## config.mk

```make
export PLATFORM = sky130hd
export DESIGN_NAME = mv_select
export DESIGN_NICKNAME = d
export VERILOG_FILES = /design/src/rtl/mv_pkg.sv /design/src/rtl/mv_select.sv
export SDC_FILE = /design/constraint.sdc
export NUM_CORES = 1
export LEC_CHECK = 0
export CAP_MARGIN = 20
export CORE_UTILIZATION = 35
export CTS_BUF_LIST = sky130_fd_sc_hd__clkbuf_4 sky130_fd_sc_hd__clkbuf_8 sky130_fd_sc_hd__clkbuf_16
export CTS_CLUSTER_SIZE = 40
export DETAILED_ROUTE_END_ITERATION = 7
export SYNTH_ARGS = -nofsm -noshare
export SYNTH_HDL_FRONTEND = slang
export SYNTH_SLANG_ARGS = --single-unit
```

## constraint.sdc

```tcl
create_clock -name clk -period 2.3 [get_ports clk]
set_clock_uncertainty 0.05 [all_clocks]
set_input_delay 0.46 -clock clk [delete_from_list [all_inputs] [get_ports clk]]
set_output_delay 0.46 -clock clk [all_outputs]
set_load 0.02 [all_outputs]
```

## src/rtl/mv_pkg.sv

```systemverilog
// mv_pkg -- shared definitions for the motion-vector selection block.
//
// Contents:
//   SAD_W / COORD_W     field widths of a row result
//   *_MSB / *_LSB       bit positions of the SAD, x and y fields in in_data
//   IN_W                total width of a row result
//   SAD_IDLE            idle pattern emitted by the row stage (never a winner)
//   CNT_W               width of the row counter
//   mv_state_e          selection FSM states
//   row_sad/row_x/row_y helpers that unpack a row result
package mv_pkg;

  localparam int SAD_W   = 12;
  localparam int COORD_W = 4;
  localparam int IN_W    = SAD_W + 2 * COORD_W;

  localparam int SAD_MSB = 19;
  localparam int SAD_LSB = 8;
  localparam int X_MSB   = 7;
  localparam int X_LSB   = 4;
  localparam int Y_MSB   = 3;
  localparam int Y_LSB   = 0;

  localparam logic [SAD_W-1:0] SAD_IDLE = 12'hFFF;

  localparam int CNT_W = 5;

  typedef enum logic [1:0] {
    ST_IDLE    = 2'd0,
    ST_COLLECT = 2'd1,
    ST_HOLD    = 2'd2
  } mv_state_e;

  function automatic logic [SAD_W-1:0] row_sad(input logic [IN_W-1:0] d);
    return d[SAD_MSB:SAD_LSB];
  endfunction

  function automatic logic [COORD_W-1:0] row_x(input logic [IN_W-1:0] d);
    return d[X_MSB:X_LSB];
  endfunction

  function automatic logic [COORD_W-1:0] row_y(input logic [IN_W-1:0] d);
    return d[Y_MSB:Y_LSB];
  endfunction

endpackage

```

## src/rtl/mv_select.sv

```systemverilog
// mv_select -- picks the minimum-SAD candidate out of NUM_ROWS row results
// that make up one motion-search window, then holds it for the consumer.
//
// Parameters:
//   NUM_ROWS      rows per search window (2..16)
//   EARLY_THRESH  early-termination SAD threshold (only with the macro below)
//
// Ports:
//   clk        rising-edge clock
//   rst_n      asynchronous reset, ACTIVE HIGH (1 = reset asserted)
//   start      one-cycle pulse: begin (or restart) a search window
//   in_valid   in_data holds a valid row result
//   in_data    row result: [19:8] SAD, [7:4] x, [3:0] y
//   out_ready  consumer accepts the result
//   out_valid  best_* holds the final window result
//   best_sad   minimum SAD of the window
//   best_x     x of the minimum
//   best_y     y of the minimum
//   busy       high while collecting rows
//   dbg_state  current FSM state, for observation only
//
// Handshake: the result transfers on the rising edge where out_valid and
// out_ready are both 1. While out_valid is high and out_ready is low, best_*
// do not change. There is no backpressure on the input: every in_valid cycle
// in COLLECT is consumed.
//
// Build option: define MV_SELECT_EARLY_TERM_EN to end a window as soon as an
// accepted row has SAD < EARLY_THRESH.
module mv_select
  import mv_pkg::*;
#(
  parameter int                NUM_ROWS     = 16,
  parameter logic [SAD_W-1:0]  EARLY_THRESH = 12'd64
) (
  input  logic               clk,
  input  logic               rst_n,
  input  logic               start,
  input  logic               in_valid,
  input  logic [IN_W-1:0]    in_data,
  input  logic               out_ready,
  output logic               out_valid,
  output logic [SAD_W-1:0]   best_sad,
  output logic [COORD_W-1:0] best_x,
  output logic [COORD_W-1:0] best_y,
  output logic               busy,
  output mv_state_e          dbg_state
);

  localparam logic [CNT_W-1:0] CNT_MAX = CNT_W'(NUM_ROWS);

  mv_state_e          state_q,    state_d;
  logic [CNT_W-1:0]   cnt_q,      cnt_d;
  logic [SAD_W-1:0]   best_sad_q, best_sad_d;
  logic [COORD_W-1:0] best_x_q,   best_x_d;
  logic [COORD_W-1:0] best_y_q,   best_y_d;
  logic               out_valid_q, out_valid_d;
  logic               busy_q,      busy_d;

  logic [SAD_W-1:0]   in_sad;
  logic [COORD_W-1:0] in_x;
  logic [COORD_W-1:0] in_y;
  logic [CNT_W-1:0]   cnt_inc;
  logic               row_better;
  logic               early_hit;

  assign in_sad = row_sad(in_data);
  assign in_x   = row_x(in_data);
  assign in_y   = row_y(in_data);

  // Counter saturates at NUM_ROWS so it can never wrap back to zero.
  assign cnt_inc = (cnt_q < CNT_MAX) ? cnt_q + CNT_W'(1) : cnt_q;

  // Strict less-than keeps the earliest row on ties. The idle pattern is
  // excluded explicitly so it can never displace the initial best value.
  assign row_better = (in_sad != SAD_IDLE) && (in_sad < best_sad_q);

`ifdef MV_SELECT_EARLY_TERM_EN
  assign early_hit = (in_sad < EARLY_THRESH);
`else
  logic thresh_unused;
  assign thresh_unused = ^EARLY_THRESH;
  assign early_hit     = 1'b0;
`endif

  always_comb begin
    state_d    = state_q;
    cnt_d      = cnt_q;
    best_sad_d = best_sad_q;
    best_x_d   = best_x_q;
    best_y_d   = best_y_q;

    unique case (state_q)
      ST_IDLE: begin
        // in_valid is deliberately ignored here.
        if (start) begin
          state_d    = ST_COLLECT;
          cnt_d      = '0;
          best_sad_d = SAD_IDLE;
          best_x_d   = '0;
          best_y_d   = '0;
        end
      end

      ST_COLLECT: begin
        if (start) begin
          // Abort: restart the window; a row arriving this cycle is dropped.
          cnt_d      = '0;
          best_sad_d = SAD_IDLE;
          best_x_d   = '0;
          best_y_d   = '0;
        end else if (in_valid) begin
          cnt_d = cnt_inc;
          // Compare the row first, then decide whether the window is over.
          if (row_better) begin
            best_sad_d = in_sad;
            best_x_d   = in_x;
            best_y_d   = in_y;
          end
          if ((cnt_inc == CNT_MAX) || early_hit) begin
            state_d = ST_HOLD;
          end
        end
      end

      ST_HOLD: begin
        // start alone is ignored; with out_ready it chains straight into
        // the next window on the same edge as the handshake.
        if (out_ready) begin
          if (start) begin
            state_d    = ST_COLLECT;
            cnt_d      = '0;
            best_sad_d = SAD_IDLE;
            best_x_d   = '0;
            best_y_d   = '0;
          end else begin
            state_d = ST_IDLE;
          end
        end
      end

      default: begin
        state_d = ST_IDLE;
      end
    endcase

    // Status outputs are registered from the next state so they line up
    // with state_q without any output decode.
    out_valid_d = (state_d == ST_HOLD);
    busy_d      = (state_d == ST_COLLECT);
  end

  always_ff @(posedge clk or posedge rst_n) begin
    if (rst_n) begin
      state_q     <= ST_IDLE;
      cnt_q       <= '0;
      best_sad_q  <= SAD_IDLE;
      best_x_q    <= '0;
      best_y_q    <= '0;
      out_valid_q <= 1'b0;
      busy_q      <= 1'b0;
    end else begin
      state_q     <= state_d;
      cnt_q       <= cnt_d;
      best_sad_q  <= best_sad_d;
      best_x_q    <= best_x_d;
      best_y_q    <= best_y_d;
      out_valid_q <= out_valid_d;
      busy_q      <= busy_d;
    end
  end

  assign out_valid = out_valid_q;
  assign busy      = busy_q;
  assign best_sad  = best_sad_q;
  assign best_x    = best_x_q;
  assign best_y    = best_y_q;
  assign dbg_state = state_q;

endmodule

```

### Word-level counts from Yosys, hierarchy flattened

Cells that the tools add are included.

| storage, ports and cells | value |
|---|---|
| output and inout bits | 24 |
| memories | 0 |
| bits in read-only memories | 0 |
| latch bits | 0 |
| memory bits (writable) | 0 |
| logic and storage cells | 55 |
| bits in registers | 29 |

| operators by class | value |
|---|---|
| add/subtract/negate cells | 1 |
| multiply operators | 0 |
| reduce and logical (&&, ||, !) cells | 5 |
| shift-type cells | 0 |
| bitwise gates (word level) | 0 |
| divide/modulo/power cells | 0 |
| order comparisons | 2 |
| muxes and demuxes | 31 |
| eq/ne operators | 9 |

Operators with widths:

| cell | count |
|---|---|
| two-way mux 12 bit | 5 |
| two-way mux 4 bit | 10 |
| case mux 12 bit (3 select lines) | 1 |
| two-way mux 5 bit | 5 |
| case mux 4 bit (3 select lines) | 2 |
| case mux 5 bit (3 select lines) | 1 |
| less-than comparator 12 bit | 1 |
| inequality test 12 bit (second input constant) | 1 |
| two-way mux 2 bit | 5 |
| inequality test 3 bit (second input constant) | 2 |
| case mux 2 bit (3 select lines) | 1 |
| adder 5 x 1 -> 5 bit (second input constant) | 1 |
| == test 5 bit (second input constant) | 1 |
| less-than comparator 5 bit (second input constant) | 1 |
| == test 2 x 1 -> 1 bit (second input constant) | 2 |
| == test 2 bit (second input constant) | 2 |
| AND reduction 4 bit | 1 |
| AND reduction 3 bit | 1 |
| nonzero test 3 bit | 1 |
| zero test 2 bit | 1 |
| inequality test 2 bit (second input constant) | 1 |
| logical AND 1 bit | 1 |
| two-way mux 1 bit | 1 |

### Longest topological paths before layout

Gate-level depths: netlist (run 1).

| depth | value |
|---|---|
| depth in word-level cells | 8 |
| mapped depth | 7 |
| mapped depth without buffers | 6 |

### Least setup slack after synthesis (run 1)

Ideal clock, no wire load.

| timing | value |
|---|---|
| kind | reg2reg |
| from | reg best_sad_q[7], in the netlist best_sad[7] |
| to | reg best_sad_q[0], in the netlist best_sad[0] |
| cell stages (with the launch flop) | 8 |
| required time | 2.175 ns |
| clock period less this slack | 2.031 ns |
| arrival time | 1.907 ns |
| setup time | 0.075 ns |
| path buffers | 1 |
| slack | 0.269 ns |
| cells stage by stage | dfstp_2 inv_1 ha_1 a21oi_1 o21ai_0 a221oi_4 buf_8 mux2i_1 |

| on the way | value |
|---|---|
| cells in the longest elaborated chain, start to end | 4 |

Ends and longest elaborated chain:

| what | RTL line | text |
|---|---|---|
| from (decl) | mv_select.sv:53 | `logic [SAD_W-1:0] best_sad_q, best_sad_d;` |
| from (signal assigned) | mv_select.sv:164 | `best_sad_q <= best_sad_d;` |
| less-than comparator 12 bit | mv_select.sv:75 | `assign row_better = (in_sad != SAD_IDLE) && (in_sad < best_sad_q);` |
| logical AND 1 bit | mv_select.sv:75 |  |
| inequality test 3 bit (no line) | -- |  |
| AND reduction 4 bit (no line) | -- |  |

Every way passes these cells.
A chain may end at the register's enable or synchronous reset.

### Worst setup path in the final report (run 1)

| timing | value |
|---|---|
| from | in in_data[19] |
| to | reg best_y_q[0], in the netlist best_y[0] |

| on the way | value |
|---|---|
| cells in the longest elaborated chain, start to end | 4 |

Ends and longest elaborated chain:

| what | RTL line | text |
|---|---|---|
| from (decl) | mv_select.sv:39 | `input logic [IN_W-1:0] in_data,` |
| less-than comparator 12 bit / inequality test 12 bit (equally long branches) | mv_select.sv:75 |  |
| logical AND 1 bit * | mv_select.sv:75 |  |
| inequality test 3 bit (no line) * | -- |  |
| AND reduction 4 bit (no line) * | -- |  |
| to (signal assigned) | mv_select.sv:166 | `best_y_q <= best_y_d;` |
| to (decl) | mv_select.sv:55 | `logic [COORD_W-1:0] best_y_q, best_y_d;` |

Mark *: on every way between the ends. The rest lies on a longest branch, timed or not.

==> results.sh, run 1 <==
export IMPL_finalSetupViolations=0
export IMPL_pwr_share_clk_pct=37.3
export IMPL_end_kind="register"
export IMPL_p_int_uw=1110
export IMPL_cts_sinks=29
export IMPL_cts_tree="built"
export IMPL_worst_path_buf_inv=3
export IMPL_tightest_slew_ns=0.451
export IMPL_die_h_um=72.0
export IMPL_slew_headroom_pct=69.9
export IMPL_cts_buffers=5
export IMPL_fin_area_um2=2540
export IMPL_synthCells=179
export IMPL_hold_viol=0
export IMPL_rsz0062_at_grt="no"
export IMPL_dieArea_um2=5180
export IMPL_core_um2=4720
export IMPL_cellLeakagePower_uw=0.00119
export IMPL_gp_congestion=0.753
export IMPL_fillers=438
export IMPL_grt_antenna_before_repair=0
export IMPL_min_path_type="reg2reg"
export IMPL_slowest_delay_ns=0.43
export IMPL_die_w_um=72.0
export IMPL_grt_pass1_wl_um=6540
export IMPL_vias=1501
export IMPL_combPwrFrac_pct=24.1
export IMPL_required_ns=2.45
export IMPL_wl_per_cell_um=12.6
export IMPL_ys_warnings_count=0
export IMPL_clk_pin_slew_worst_paths_ns=0.06
export IMPL_synth_top_area_share_pct=24.8
export IMPL_grt_use_total_pct=16.5
export IMPL_gr_usage_met1_pct=23.3
export IMPL_hpwl_um=2930
export IMPL_fin_crit_sh_pct=94.3
export IMPL_p_sw_uw=392
export IMPL_drc_errors=0
export IMPL_synth_ff_type="dfrtp_1"
export IMPL_crit_fanout=10
export IMPL_ys_seq_area_share_pct=43.2
export IMPL_met3_usage_pct=4.17
export IMPL_startpoint_type="input port"
export IMPL_cts_root_buf="clkbuf_8"
export IMPL_post_route_min_period_ns=2.17
export IMPL_seqPwrFrac_pct=38.7
export IMPL_cts_max_level=2
export IMPL_met2_usage_pct=24.2
export IMPL_syn_nets=216
export IMPL_ys_async_sr_fraction_pct=100
export IMPL_pre_cts_ws_ns=-0.187
export IMPL_powerDensity_nw_per_um2=591
export IMPL_hold_ws_ns=0.474
export IMPL_yosysMostFrequentCell="nor2_1"
export IMPL_io_pins=49
export IMPL_cts_hold_buf=0
export IMPL_ys_types=33
export IMPL_grt_max_degree=30
export IMPL_crit_path_cell_trace="clkdlybuf4s50_1, ha_1, a21oi_1, o2111ai_2, a221oi_4, buf_4, buf_12, mux2i_1"
export IMPL_synthTopCellsByCount="nor2_1, nand2_1, mux2i_1"
export IMPL_rows=25
export IMPL_finalMaxSlewViolations=0
export IMPL_drt_total_wl_um=3990
export IMPL_yosysTopAreaCell="dfrtp_1"
export IMPL_synth_edf_count=0
export IMPL_antennaDiodeCount=0
export IMPL_clk_path_buf_depth=2
export IMPL_peakVddDrop_v=0.000410
export IMPL_fin_ws_ns=0.131
export IMPL_fin_util_pct=53.8
export IMPL_clock_latency_ns=0.28
export IMPL_status="finished, final reports clean"
export IMPL_first_iter_violations=51
export IMPL_worstPathArrival_ns=2.32
export IMPL_drtPass1Iterations=4
export IMPL_port_buffers=48
export IMPL_grt_pass1_vias=1410
export IMPL_drv_cap=0
export IMPL_layout_drive_gt1_share_pct=17.9
export IMPL_syn_area_um2=1710
export IMPL_crit_type="in2reg"
export IMPL_top_usage_layer="met2"
export IMPL_vias_per_cell=4.72
export IMPL_final_net_count=287
export IMPL_initial_core_util_pct=36.3
export IMPL_syn_area_per_cell_um2=9.57
export IMPL_overflow=0
export IMPL_critPathTopFamily="buffers and inverters"
export IMPL_ys_ff_latch=29
export IMPL_crit_slowest_cell="clkdlybuf4s50_1"
export IMPL_p_sw_share_pct=26.1
export IMPL_max_freq_mhz=461
export IMPL_syn_to_final_growth_pct=48.4
export IMPL_synthTopCellsByArea="dfrtp_1, dfstp_2, mux2i_1"
export IMPL_antenna_left=0
export IMPL_dpl_cell_area_um2=2370
==> logic make-up (layout without fill, tap and decap cells) <==
logic type,after synthesis,after routing,share of synthesized area (%)
and+or+nand+nor,76,76,20.2
AOI/OAI and AO/OA,24,24,10.4
DFF,29,29,43.2
buffers and inverters,17,89,5.11
muxes,21,21,12.3
adders and majority gates,12,12,8.77
==> sequential cells by signal, summed over array words and instances, names as in the netlist <==
name,count
cnt_q,5
best_y,4
out_valid,1
busy,1
best_sad,12
dbg_state,2
best_x,4
==> power by group through the flow <==
| stage | Clock, uW | Sequential, uW | Combinational [uW] |
|---|---|---|---|
| 2_1_floorplan | 0 | 620 | 153 |
| 3_3_place_gp | 0 | 589 | 340 |
| 3_5_place_dp | 0 | 589 | 342 |
| 4_1_cts | 574 | 581 | 344 |
| 5_1_grt | 600 | 585 | 396 |
| 6_report | 560 | 581 | 361 |
==> cell usage in the layout (no fill, tap or decap), types with 12 or more instances in the layout <==
cell type / synthesis / routed
dfstp_2: 12 / 12
dfrtp_1: 17 / 17
nand2_1: 23 / 23
mux2i_1: 20 / 20
ha_1: 12 / 12
nor2_1: 34 / 34
clkdlybuf4s50_1: 0 / 48
buf_4: 0 / 17
inv_1: 13 / 13
==> final timing paths <==
kind	endpoint	depth (start not counted)	slack, ns	startpoint
setup / recovery	best_y[0]	8	0.13	in_data[19]
hold / removal	best_y[3]	2	0.47	best_y[3]
min in group asynchronous	best_y[2]	3	0.48	rst_n
max in group asynchronous	best_sad[2]	3	1.40	rst_n
hold reg to reg	best_y[3]	2	0.47	best_y[3]
setup reg to reg	best_y[0]	8	0.17	best_sad[11]
==> metrics by stage <==
stage | cells | power [uW] | TNS [ns]
floorplan | 179 | 773 | 0
global placement | 306 | 929 | -1.92
detailed placement | 306 | 932 | -3.29
CTS | 314 | 1500 | 0
global route | 318 | 1580 | 0
finish | 318 | 1500 | 0
==> metal layers <==
layer / wire length [um] / share of wire, %
met4: 59 / 1.5
met5: 0 / 0
met1: 2030 / 51
met2: 1720 / 43
met3: 179 / 4.5
==> worst min-delay path, delay by kind of cell (launching register included) <==
| family | cells | cell delay, ns |
|---|---|---|
| multiplexers | 1 | 0.06 |
| flip-flops | 1 | 0.37 |
| AND/OR/NAND/NOR | 1 | 0.06 |
==> repair_timing <==
| action | CTS | global route |
|---|---|---|
| buffers inserted | 0 | 2 |
| resized for setup | 0 | 1 |
| endpoints found under the setup margin | 0 | 12 |
==> final cells by class <==
cell class / count / area [um2] / share of cell area (%)
Sequential cell: 29 / 741 / 29.1
Clock buffer: 7 / 90.1 / 3.54
Multi-Input combinational cell: 133 / 885 / 34.8
Tap cell: 67 / 83.8 / 3.30
Clock inverter: 1 / 30.0 / 1.18
Timing Repair Buffer: 68 / 664 / 26.1
Inverter: 13 / 48.8 / 1.92
Power figures use the tool's default switching activity.
==> run 2, diff against run 1 <==
- CORE_MARGIN: not set -> 5
- GPL_TIMING_DRIVEN: not set -> 0
- SETUP_SLACK_MARGIN: not set -> 0.02
==> run 2 against run 1 <==
Sequential power about the same. Largest power group unchanged. Final area down 2.1%. Register-to-register slack better by 0.02 ns.
==> results.sh, run 2 (synthesized netlist as in run 1, its figures left out) <==
export IMPL_critPathTopFamily="buffers and inverters"
export IMPL_layout_common_cells="clkdlybuf4s50_1, nor2_1, nand2_1"
export IMPL_end_kind="register"
export IMPL_drc_errors=0
export IMPL_antennaDiodeCount=0
export IMPL_crit_fanout=5
export IMPL_crit_type="in2reg"
export IMPL_crit_slowest_cell="clkdlybuf4s50_1"
export IMPL_grt_max_degree=23
export IMPL_final_net_count=275
export IMPL_grt_pass1_vias=1484
export IMPL_startpoint_type="input port"
export IMPL_io_pins=49
export IMPL_peakVddDrop_v=0.000276
export IMPL_slowest_delay_ns=0.57
export IMPL_vias_per_cell=4.79
export IMPL_hold_ws_ns=0.416
export IMPL_slew_headroom_pct=60.5
export IMPL_finalMaxSlewViolations=0
export IMPL_finalSetupViolations=0
export IMPL_cts_root_buf="clkbuf_8"
export IMPL_min_path_type="in2async"
export IMPL_drtPass1Iterations=4
export IMPL_cts_sinks=29
export IMPL_seqPwrFrac_pct=40.7
export IMPL_die_h_um=80.0
export IMPL_rsz0062_at_grt="yes"
export IMPL_initial_core_util_pct=36.3
export IMPL_clock_latency_ns=0.28
export IMPL_cts_buffers=5
export IMPL_layout_commonest_cell="clkdlybuf4s50_1"
export IMPL_status="finished, final reports clean"
export IMPL_vias=1465
export IMPL_tightest_slew_ns=0.590
export IMPL_p_int_uw=1010
export IMPL_cts_max_level=2
export IMPL_port_buffers=48
export IMPL_hold_viol=0
export IMPL_p_sw_uw=409
export IMPL_drt_total_wl_um=4380
export IMPL_powerDensity_nw_per_um2=571
export IMPL_max_freq_mhz=454
export IMPL_worstPathArrival_ns=2.37
export IMPL_clk_pin_slew_worst_paths_ns=0.07
export IMPL_overflow=0
export IMPL_grt_antenna_before_repair=0
export IMPL_gp_congestion=0.824
export IMPL_pwr_share_clk_pct=33.4
export IMPL_worst_path_buf_inv=4
export IMPL_fin_crit_sh_pct=95.9
export IMPL_p_sw_share_pct=28.8
export IMPL_instances_no_fill=306
export IMPL_cts_tree="built"
export IMPL_crit_path_cell_trace="clkdlybuf4s50_1, ha_4, buf_4, nand4_1, nor3_1, a221oi_4, buf_6, clkbuf_16, mux2i_1"
export IMPL_grt_pass1_wl_um=7130
export IMPL_placed_cells=295
export IMPL_cellLeakagePower_uw=0.00114
export IMPL_largest_reg_flops=12
export IMPL_grt_use_total_pct=14.3
export IMPL_syn_to_final_growth_pct=45.3
export IMPL_layout_drive_gt1_share_pct=16.3
export IMPL_required_ns=2.46
export IMPL_hpwl_um=3140
export IMPL_drv_cap=0
export IMPL_die_w_um=80.0
export IMPL_clk_path_buf_depth=2
export IMPL_dieArea_um2=6390
export IMPL_wl_per_cell_um=14.3
export IMPL_first_iter_violations=79
export IMPL_antenna_left=0
export IMPL_post_route_min_period_ns=2.20
export IMPL_core_um2=4720
export IMPL_combPwrFrac_pct=25.9
export IMPL_fillers=431
export IMPL_rows=25
-- run 2: power groups by stage --
stage	logic, uW	registers (uW)	clock network (uW)
6_report	369	579	474
5_1_grt	404	584	511
4_1_cts	340	579	489
3_5_place_dp	339	587	0
3_3_place_gp	329	587	0
2_1_floorplan	153	620	0
-- run 2: cell type report --
| type | instances | area (um2) | share of cell area [%] |
|---|---|---|---|
| buffer | 4 | 38.8 | 1.56 |
| clock buffer | 7 | 96.3 | 3.87 |
| clock inverter | 1 | 5.00 | 0.201 |
| inverter | 13 | 48.8 | 1.96 |
| multi-input combinational | 133 | 921 | 37.0 |
| sequential | 29 | 741 | 29.8 |
| tap | 67 | 83.8 | 3.37 |
| timing repair buffer | 52 | 554 | 22.3 |
-- run 2: stage by stage --
stage,power (uW),instance area [um2],TNS [ns],setup WS (ns),utilization (%)
4_1_cts,1410,2410,0,0.0815,50.9
3_5_place_dp,926,2300,-3.75,-0.203,48.8
6_report,1420,2490,0,0.0950,52.7
2_1_floorplan,773,1710,0,0.269,-
5_1_grt,1500,2490,-0.00486,-0.00486,52.7
3_3_place_gp,916,2280,-3.87,-0.208,48.2
-- run 2: path summary, 6_finish.rpt --
check,startpoint,to,slack [ns],cells after the start
min in group clk,best_y[1],best_y[1],0.48,2
min,rst_n,dbg_state[1],0.42,2
min reg2reg,best_y[1],best_y[1],0.48,2
max,in_data[15],best_sad[9],0.1,9
max in group asynchronous,rst_n,best_sad[7],1.25,3
max reg2reg,best_sad[11],best_sad[9],0.19,8
-- run 2: what timing repair did --
item	in CTS	in global routing
resized for setup	0	10
hold buffers	0	0
setup endpoints to repair	0	20
setup buffers	0	2
-- run 2: layer usage --
layer  global-route usage [%]  vias up  share of wire [%]
li1                         -      731                  -
met1                     18.9      686                 46
met2                     21.9       41                 46
met3                     4.63        7                6.5
met4                     5.07        0                1.6
met5                        0        -                  0
